$ cat src/rtl/core_types_pkg.sv
// Shared core configuration constants for the front-end predictors.
package core_types_pkg;

  // Return-address-stack geometry: depth, pointer width and stored target width (PC[31:1]).
  localparam int RAS_ENTRIES      = 8;
  localparam int LOG_RAS_ENTRIES  = $clog2(RAS_ENTRIES);
  localparam int RAS_TARGET_WIDTH = 31;

endpackage : core_types_pkg

$ cat src/rtl/ras.sv
// Return address stack: circular array of return targets with a wrapping top-of-stack
// pointer. Calls push, returns pop, and backend mispredict recovery restores the pointer
// to a checkpointed value. Contents are never restored; only the pointer is.
//
// Request semantics: link_RAS_valid, ret_RAS_valid and update_valid are single-cycle
// valid-only strobes with no ready; the stack always accepts them at the next posedge.
// update_valid wins over push/pop. Outputs are combinational from state and always valid.
module ras #(
  parameter int RAS_ENTRIES      = core_types_pkg::RAS_ENTRIES,
  parameter int LOG_RAS_ENTRIES  = core_types_pkg::LOG_RAS_ENTRIES,
  parameter int RAS_TARGET_WIDTH = core_types_pkg::RAS_TARGET_WIDTH
) (
  input  logic                        CLK,
  input  logic                        nRST,
  input  logic                        link_RAS_valid,
  input  logic [RAS_TARGET_WIDTH-1:0] link_RAS_pc,
  input  logic                        ret_RAS_valid,
  output logic [RAS_TARGET_WIDTH-1:0] ret_RAS_target,
  output logic [LOG_RAS_ENTRIES-1:0]  ret_RAS_index,
  input  logic                        update_valid,
  input  logic [LOG_RAS_ENTRIES-1:0]  update_ras_index
);

  localparam logic [LOG_RAS_ENTRIES-1:0] PTR_ONE = LOG_RAS_ENTRIES'(1);

  logic [RAS_TARGET_WIDTH-1:0] stack_q [RAS_ENTRIES];
  logic [LOG_RAS_ENTRIES-1:0]  ptr_q;
  logic [LOG_RAS_ENTRIES-1:0]  ptr_d;
  logic                        wr_en;
  logic [LOG_RAS_ENTRIES-1:0]  wr_idx;

  // Next pointer and write select; pointer math wraps on native bit-width overflow.
  always_comb begin
    ptr_d  = ptr_q;
    wr_en  = 1'b0;
    wr_idx = ptr_q;
    if (update_valid) begin
      // Recovery drops any same-cycle push/pop and never writes the array.
      ptr_d = update_ras_index;
    end else if (link_RAS_valid && !ret_RAS_valid) begin
      ptr_d  = ptr_q + PTR_ONE;
      wr_en  = 1'b1;
      wr_idx = ptr_q + PTR_ONE;
    end else if (!link_RAS_valid && ret_RAS_valid) begin
      ptr_d = ptr_q - PTR_ONE;
    end else if (link_RAS_valid && ret_RAS_valid) begin
      // Tail call: the return consumes the top and the call replaces it in place.
      wr_en  = 1'b1;
      wr_idx = ptr_q;
    end
  end

  // Pointer and array registers; reset clears every entry so stale pops read zero.
  always_ff @(posedge CLK or negedge nRST) begin
    if (!nRST) begin
      ptr_q <= '0;
      for (int i = 0; i < RAS_ENTRIES; i++) begin
        stack_q[i] <= '0;
      end
    end else begin
      ptr_q <= ptr_d;
      if (wr_en) begin
        stack_q[wr_idx] <= link_RAS_pc;
      end
    end
  end

  // Top-of-stack view with zero latency; the index doubles as the downstream checkpoint.
  always_comb begin
    ret_RAS_target = stack_q[ptr_q];
    ret_RAS_index  = ptr_q;
  end

endmodule : ras

$ cat config.mk
export PLATFORM = sky130hd
export DESIGN_NAME = ras
export DESIGN_NICKNAME = d
export VERILOG_FILES = /design/src/rtl/core_types_pkg.sv /design/src/rtl/ras.sv
export SDC_FILE = /design/constraint.sdc
export NUM_CORES = 1
export LEC_CHECK = 0
export CAP_MARGIN = 20
export CORE_ASPECT_RATIO = 1.2
export CORE_MARGIN = 2
export CORE_UTILIZATION = 64
export CTS_BUF_LIST = sky130_fd_sc_hd__clkbuf_16
export CTS_CLUSTER_DIAMETER = 50
export DETAILED_ROUTE_END_ITERATION = 10
export GPL_TIMING_DRIVEN = 0
export PLACE_DENSITY = 0.85
export SLEW_MARGIN = 40
export SYNTH_ARGS = -nofsm -noshare
export SYNTH_HDL_FRONTEND = slang
export SYNTH_SLANG_ARGS = --single-unit
$ cat constraint.sdc
create_clock -name CLK -period 4.4 [get_ports CLK]
set_clock_uncertainty 0.2 [all_clocks]
set_input_delay 0.88 -clock CLK [delete_from_list [all_inputs] [get_ports CLK]]
set_output_delay 0.88 -clock CLK [all_outputs]
set_load 0.05 [all_outputs]
==> results of run 1 <==
-- flip-flops by register name (all words and copies together), names as in the netlist --
| signal | cells |
|---|---|
| stack_q | 248 |
| ret_RAS_index | 3 |
-- power by group --
part	switching, mW	internal (mW)	leakage (nW)
Sequential	0.651	3.38	3.18
Combinational	1.78	1.78	1.85
Clock	0.963	1.41	0.443
-- area by class of cell --
cell class | count | area (um^2) | share of cell area
well taps | 220 | 275 | 0.0208
clock buffers | 27 | 676 | 0.0510
flip-flops and latches | 251 | 6280 | 0.474
clock inverters | 20 | 245 | 0.0185
multi-input cells | 444 | 4560 | 0.344
plain buffers | 75 | 397 | 0.0299
repair buffers | 75 | 808 | 0.0610
inverters | 2 | 7.51 | 0.000567
-- worst paths after layout --
check | endpoint | slack, ps | cells after the start
min in group CLK | stack_q[69] | 290 | 1
max | ret_RAS_target[11] | 70 | 5
max reg2reg | stack_q[72] | 940 | 9
min | stack_q[133] | 60 | 1
max in group asynchronous | stack_q[91] | 2880 | 3
min reg2reg | stack_q[69] | 290 | 1
-- per-stage QoR --
step	power (mW)	hold WS, ps	setup TNS, ps
global route	10.3	102	0
floorplan	6.38	248	0
CTS	9.90	84.3	0
global placement	7.27	262	-1782540
detailed placement	7.50	266	0
finish	9.97	59.7	0
-- layer usage --
layer	global-route usage	up-vias	wire length, um
met5	0	-	0
met3	0.0750	137	3410
met2	0.590	616	16500
li1	-	3304	-
met1	0.472	4253	11800
met4	0.172	0	1420
-- synth_stat cells (all sizes together) (3+ instances only) --
cell type / count / area, um^2
dfrtp: 251 / 6280
clkbuf: 27 / 101
o21ai: 4 / 20.0
xnor2: 3 / 26.3
buf: 48 / 288
nand2b: 9 / 56.3
a21oi: 3 / 22.5
mux4: 62 / 1520
nor2: 4 / 17.5
nand2: 67 / 251
mux2: 32 / 360
o2bb2ai: 248 / 2170
-- logic make-up after synthesis --
| kind of cell | after synthesis |
|---|---|
| xor gates and xnor gates | 5 |
| and+or+nand+nor | 85 |
| adders and majority gates | 2 |
| DFF | 251 |
| muxes | 94 |
| AOI/OAI and AO/OA | 258 |
| buffers and inverters | 77 |
-- what timing repair did --
| action | 4_1_cts | 5_1_grt |
|---|---|---|
| hold buffers | 0 | 0 |
| resized for setup | 3 | 2 |
| setup endpoints to repair | 15 | 10 |
==> results.yml, run 1 <==
floorplan:
  dieArea_um2: 18600
  die_y_um: 149
  initial_core_util: 0.647
  core_area_um2: 17400
  chipWidth_um: 125
  ios: 73
  rows: 53
setup_path:
  critPathSlowestCell: "clkdlybuf4s50_1"
  cp-start-kind: "flop"
  worstPathRequired_ps: 3320
  arrival_ps: 3250
  worstSetupEndpointType: "output port"
  path_class: "reg2out"
  crit_fanout: 10
  cp_top_family: "buffers and inverters"
  worstReg2RegStart: "ret_RAS_index[1]"
  max_stage_delay_ps: 700
  cp-startpoint: "ret_RAS_index[1]"
  crit_buf_inv: 3
  crit_chain: "buf_2, buf_1, mux4_2, mux2_2, clkdlybuf4s50_1"
global_route:
  globalRouteOverflowTotal: 0
  grt_antenna_before_repair: 0
  grt_max_degree: 81
  grt_pass1_wl_um: 51400
  grt_pass1_vias: 9078
  grt_usage: 0.361
clock_tree:
  clockBufferDepth: 3
  clock_sinks: 251
  ctsHtreeMaxLevel: 1
  cts_tree: "yes"
  cts_root_buf: "clkbuf_16"
  cts_setup_buffers: 0
  clk_latency_ps: 530
  cts.clk_slew.worst_paths_ps: 60
  cts-buffers-inserted: 26
detailed_routing:
  routed_wirelength_um: 33200
  vias: 8310
  ant_nets: 0
  wl_per_cell_um: 29.8
  drt_iter0_drc: 983
  viasPerCell: 7.46
  drt_pass1_iterations: 7
  drc: 0
placed_design:
  dpl-instance-area_um2: 12300
  dp_slack_ps: 540
  routabilityCongestion: 0.875
  dp_hpwl_um: 20800
  io_buffers: 72
  placed_cells: 1067
layout:
  fin_cells: 1114
  layout_commonest_cell: "dfrtp_1"
  final_layout_size_suffix_gt1_frac: 0.181
  finalNetCount: 916
  final_core_util: 0.762
  fin_area_um2: 13200
  area.growth.synth_to_final_pct: 17.9
  antenna_cells: 0
  fill_cells: 995
  layout_common_cells: "dfrtp_1, o2bb2ai_1, clkdlybuf4s50_1, nand2_1, buf_2"
synthesis:
  synth_top_family_by_area: "compound AO/OA/AOI/OAI gates"
  synthMuxAreaShare: 0.167
  avgSynthCellArea_um2: 14.6
  seq_area_frac_synth: 0.559
  synthAdderAreaFrac: 0.00223
  ys_warn_count: 0
  synth_compound_area_frac: 0.200
  syn_area_um2: 11200
  ys_seq_elements: 251
  synth_edf_count: 0
  ys.flop_type: "dfrtp_1"
  syn_inst: 772
  synthXorXnorAreaFrac: 0.00390
  synth_nets: 813
  synth-simple-area-share: 0.0321
  synthArstFlopShare: 1.00
  synthDistinctLibCells: 28
timing:
  setup_viol: 0
  fmax_mhz: 231
  fin_ws_ps: 72.1
  fin_crit_sh: 0.984
  hold_viol: 0
  rsz0062_at_grt: "false"
  worst_pin_slew_ps: 841
  max-slew-margin-rel: 0.439
  fin_crit_ps: 4330
  slew_violations: 0
run:
  maxCapViolCount: 0
power:
  leakagePower_nw: 5.48
  peakVddDrop_uv: 553
  power_density_nw_per_um2: 753
run_status:
  status: "finished clean"
min_path:
  min_path_type: "in2async"
(Power assumes the default switching activity.)
==> inputs of run 2 (changes only) <==
CORE_ASPECT_RATIO = 0.9   (was 1.2)
==> run 2 against run 1 <==
Against the previous run: first-iteration DRC count shrank 14%; worst setup slack gained 20 ps; worst hold slack lost 27 ps; sequential share of layout area shrank 0.27 points; clock power grew 6%; core utilization grew 2.1 points; final cell count grew 1.3%; die area is essentially flat.
==> results.yml, run 2 (same netlist as run 1, synthesis figures left out) <==
clock_tree:
  cts_setup_buffers: 0
  cts_hold_buf: 0
  ctsHtreeMaxLevel: 1
  cts-buffers-inserted: 26
  cts_root_buf: "clkbuf_16"
  clockBufferDepth: 3
  clock_sinks: 251
  cts_tree: "yes"
  clk_latency_ps: 530
  cts.clk_slew.worst_paths_ps: 60
setup_path:
  rrSetupSlack_ps: 1170
  worstPathRequired_ps: 3320
  path_class: "reg2out"
  worstSetupEndpointType: "output port"
  cp-start-kind: "flop"
  crit_fanout: 10
  r2r_cells: 9
  r2r-end: "stack_q[93]"
  arrival_ps: 3230
  worstReg2RegStart: "ret_RAS_index[1]"
timing:
  slew_violations: 0
  rsz0062_at_grt: "false"
  fin_crit_ps: 4310
  fmax_mhz: 232
  worst_pin_slew_ps: 842
  max-slew-margin-rel: 0.439
  fin_crit_sh: 0.979
  hold_ws_ps: 32.7
  setup_viol: 0
  hold_viol: 0
detailed_routing:
  routed_wirelength_um: 33300
  viasPerCell: 7.53
  wl_per_cell_um: 29.5
  drt_pass1_iterations: 6
  drc: 0
  ant_nets: 0
  vias: 8490
  drt_iter0_drc: 846
floorplan:
  rows: 45
  chipWidth_um: 144
  die_y_um: 130
  initial_core_util: 0.661
  ios: 73
  core_area_um2: 17000
  dieArea_um2: 18600
layout:
  final_layout_size_suffix_gt1_frac: 0.183
  final_core_util: 0.783
  regMostFlops: "stack_q"
  largest_reg_flops: 248
  layout_commonest_cell: "dfrtp_1"
  area.growth.synth_to_final_pct: 18.6
  finalNetCount: 916
  antenna_cells: 0
  fill_cells: 943
  layout_common_cells: "dfrtp_1, o2bb2ai_1, clkdlybuf4s50_1, nand2_1, buf_2"
power:
  power_density_nw_per_um2: 760
  leakagePower_nw: 5.53
  peakVddDrop_uv: 738
run_status:
  status: "finished clean"
placed_design:
  dp_hpwl_um: 20800
  io_buffers: 72
  routabilityCongestion: 0.877
global_route:
  grt_antenna_before_repair: 0
  grt_pass1_vias: 8986
  grt_usage: 0.374
  grt_max_degree: 80
  grt_pass1_wl_um: 51600
  globalRouteOverflowTotal: 0
run:
  maxCapViolCount: 0
min_path:
  min_path_type: "in2async"
[run 2: how the worst max path moves through the flow]
stage / start / endpoint / slack, ps
2_1_floorplan: ret_RAS_index[0] / ret_RAS_target[7] / 1260
3_3_place_gp: nRST / stack_q[214] / -7200
3_5_place_dp: ret_RAS_index[1] / ret_RAS_target[30] / 540
4_1_cts: ret_RAS_index[1] / ret_RAS_target[10] / 30
5_1_grt: ret_RAS_index[1] / ret_RAS_target[18] / 10
6_report: ret_RAS_index[1] / ret_RAS_target[18] / 90
[run 2: metal layers]
metal	GRT usage	vias up	routed length (um)
met3	0.110	153	3770
li1	-	3287	-
met2	0.589	697	15800
met4	0.161	0	1510
met1	0.495	4353	12200
met5	0	-	0
[run 2: power breakdown]
group	switching (mW)	total, mW	internal, mW
Clock	0.943	2.52	1.58
Sequential	0.653	4.04	3.38
Combinational	1.79	3.57	1.78
Total	3.39	10.1	6.74
[run 2: critical path, stage by stage (launching register included)]
cell             delay [ps]
dfrtp_1                 420
buf_2                   300
buf_1                   540
mux4_2                  420
mux2_2                  290
clkdlybuf4s50_1         700
[run 2: stage by stage]
stage | total power [mW] | instance area (um^2) | setup WS, ps | std cells | setup TNS (ps)
finish | 10.1 | 13300 | 92.5 | 1128 | 0
global route | 10.5 | 13300 | 12.5 | 1128 | 0
CTS | 10.1 | 13300 | 31.2 | 1128 | 0
detailed placement | 7.49 | 12300 | 544 | 1082 | 0
global placement | 7.27 | 12200 | -7200 | 1079 | -1802250
floorplan | 6.38 | 11200 | 1260 | 772 | 0
[run 2: final cells by class]
class                   instances  area [um^2]  area share
flip-flops and latches        251         6280       0.471
multi-input cells             444         4560       0.342
repair buffers                 75          808      0.0607
clock buffers                  27          676      0.0507
plain buffers                  75          398      0.0299
clock inverters                19          302      0.0226
well taps                     235          294      0.0221
inverters                       2         7.51    0.000564
[run 2: repair_timing]
item | CTS | global route
hold endpoints to repair | 0 | 0
endpoints found under the setup margin | 5 | 17
gates cloned | 0 | 0
resized for setup | 2 | 3
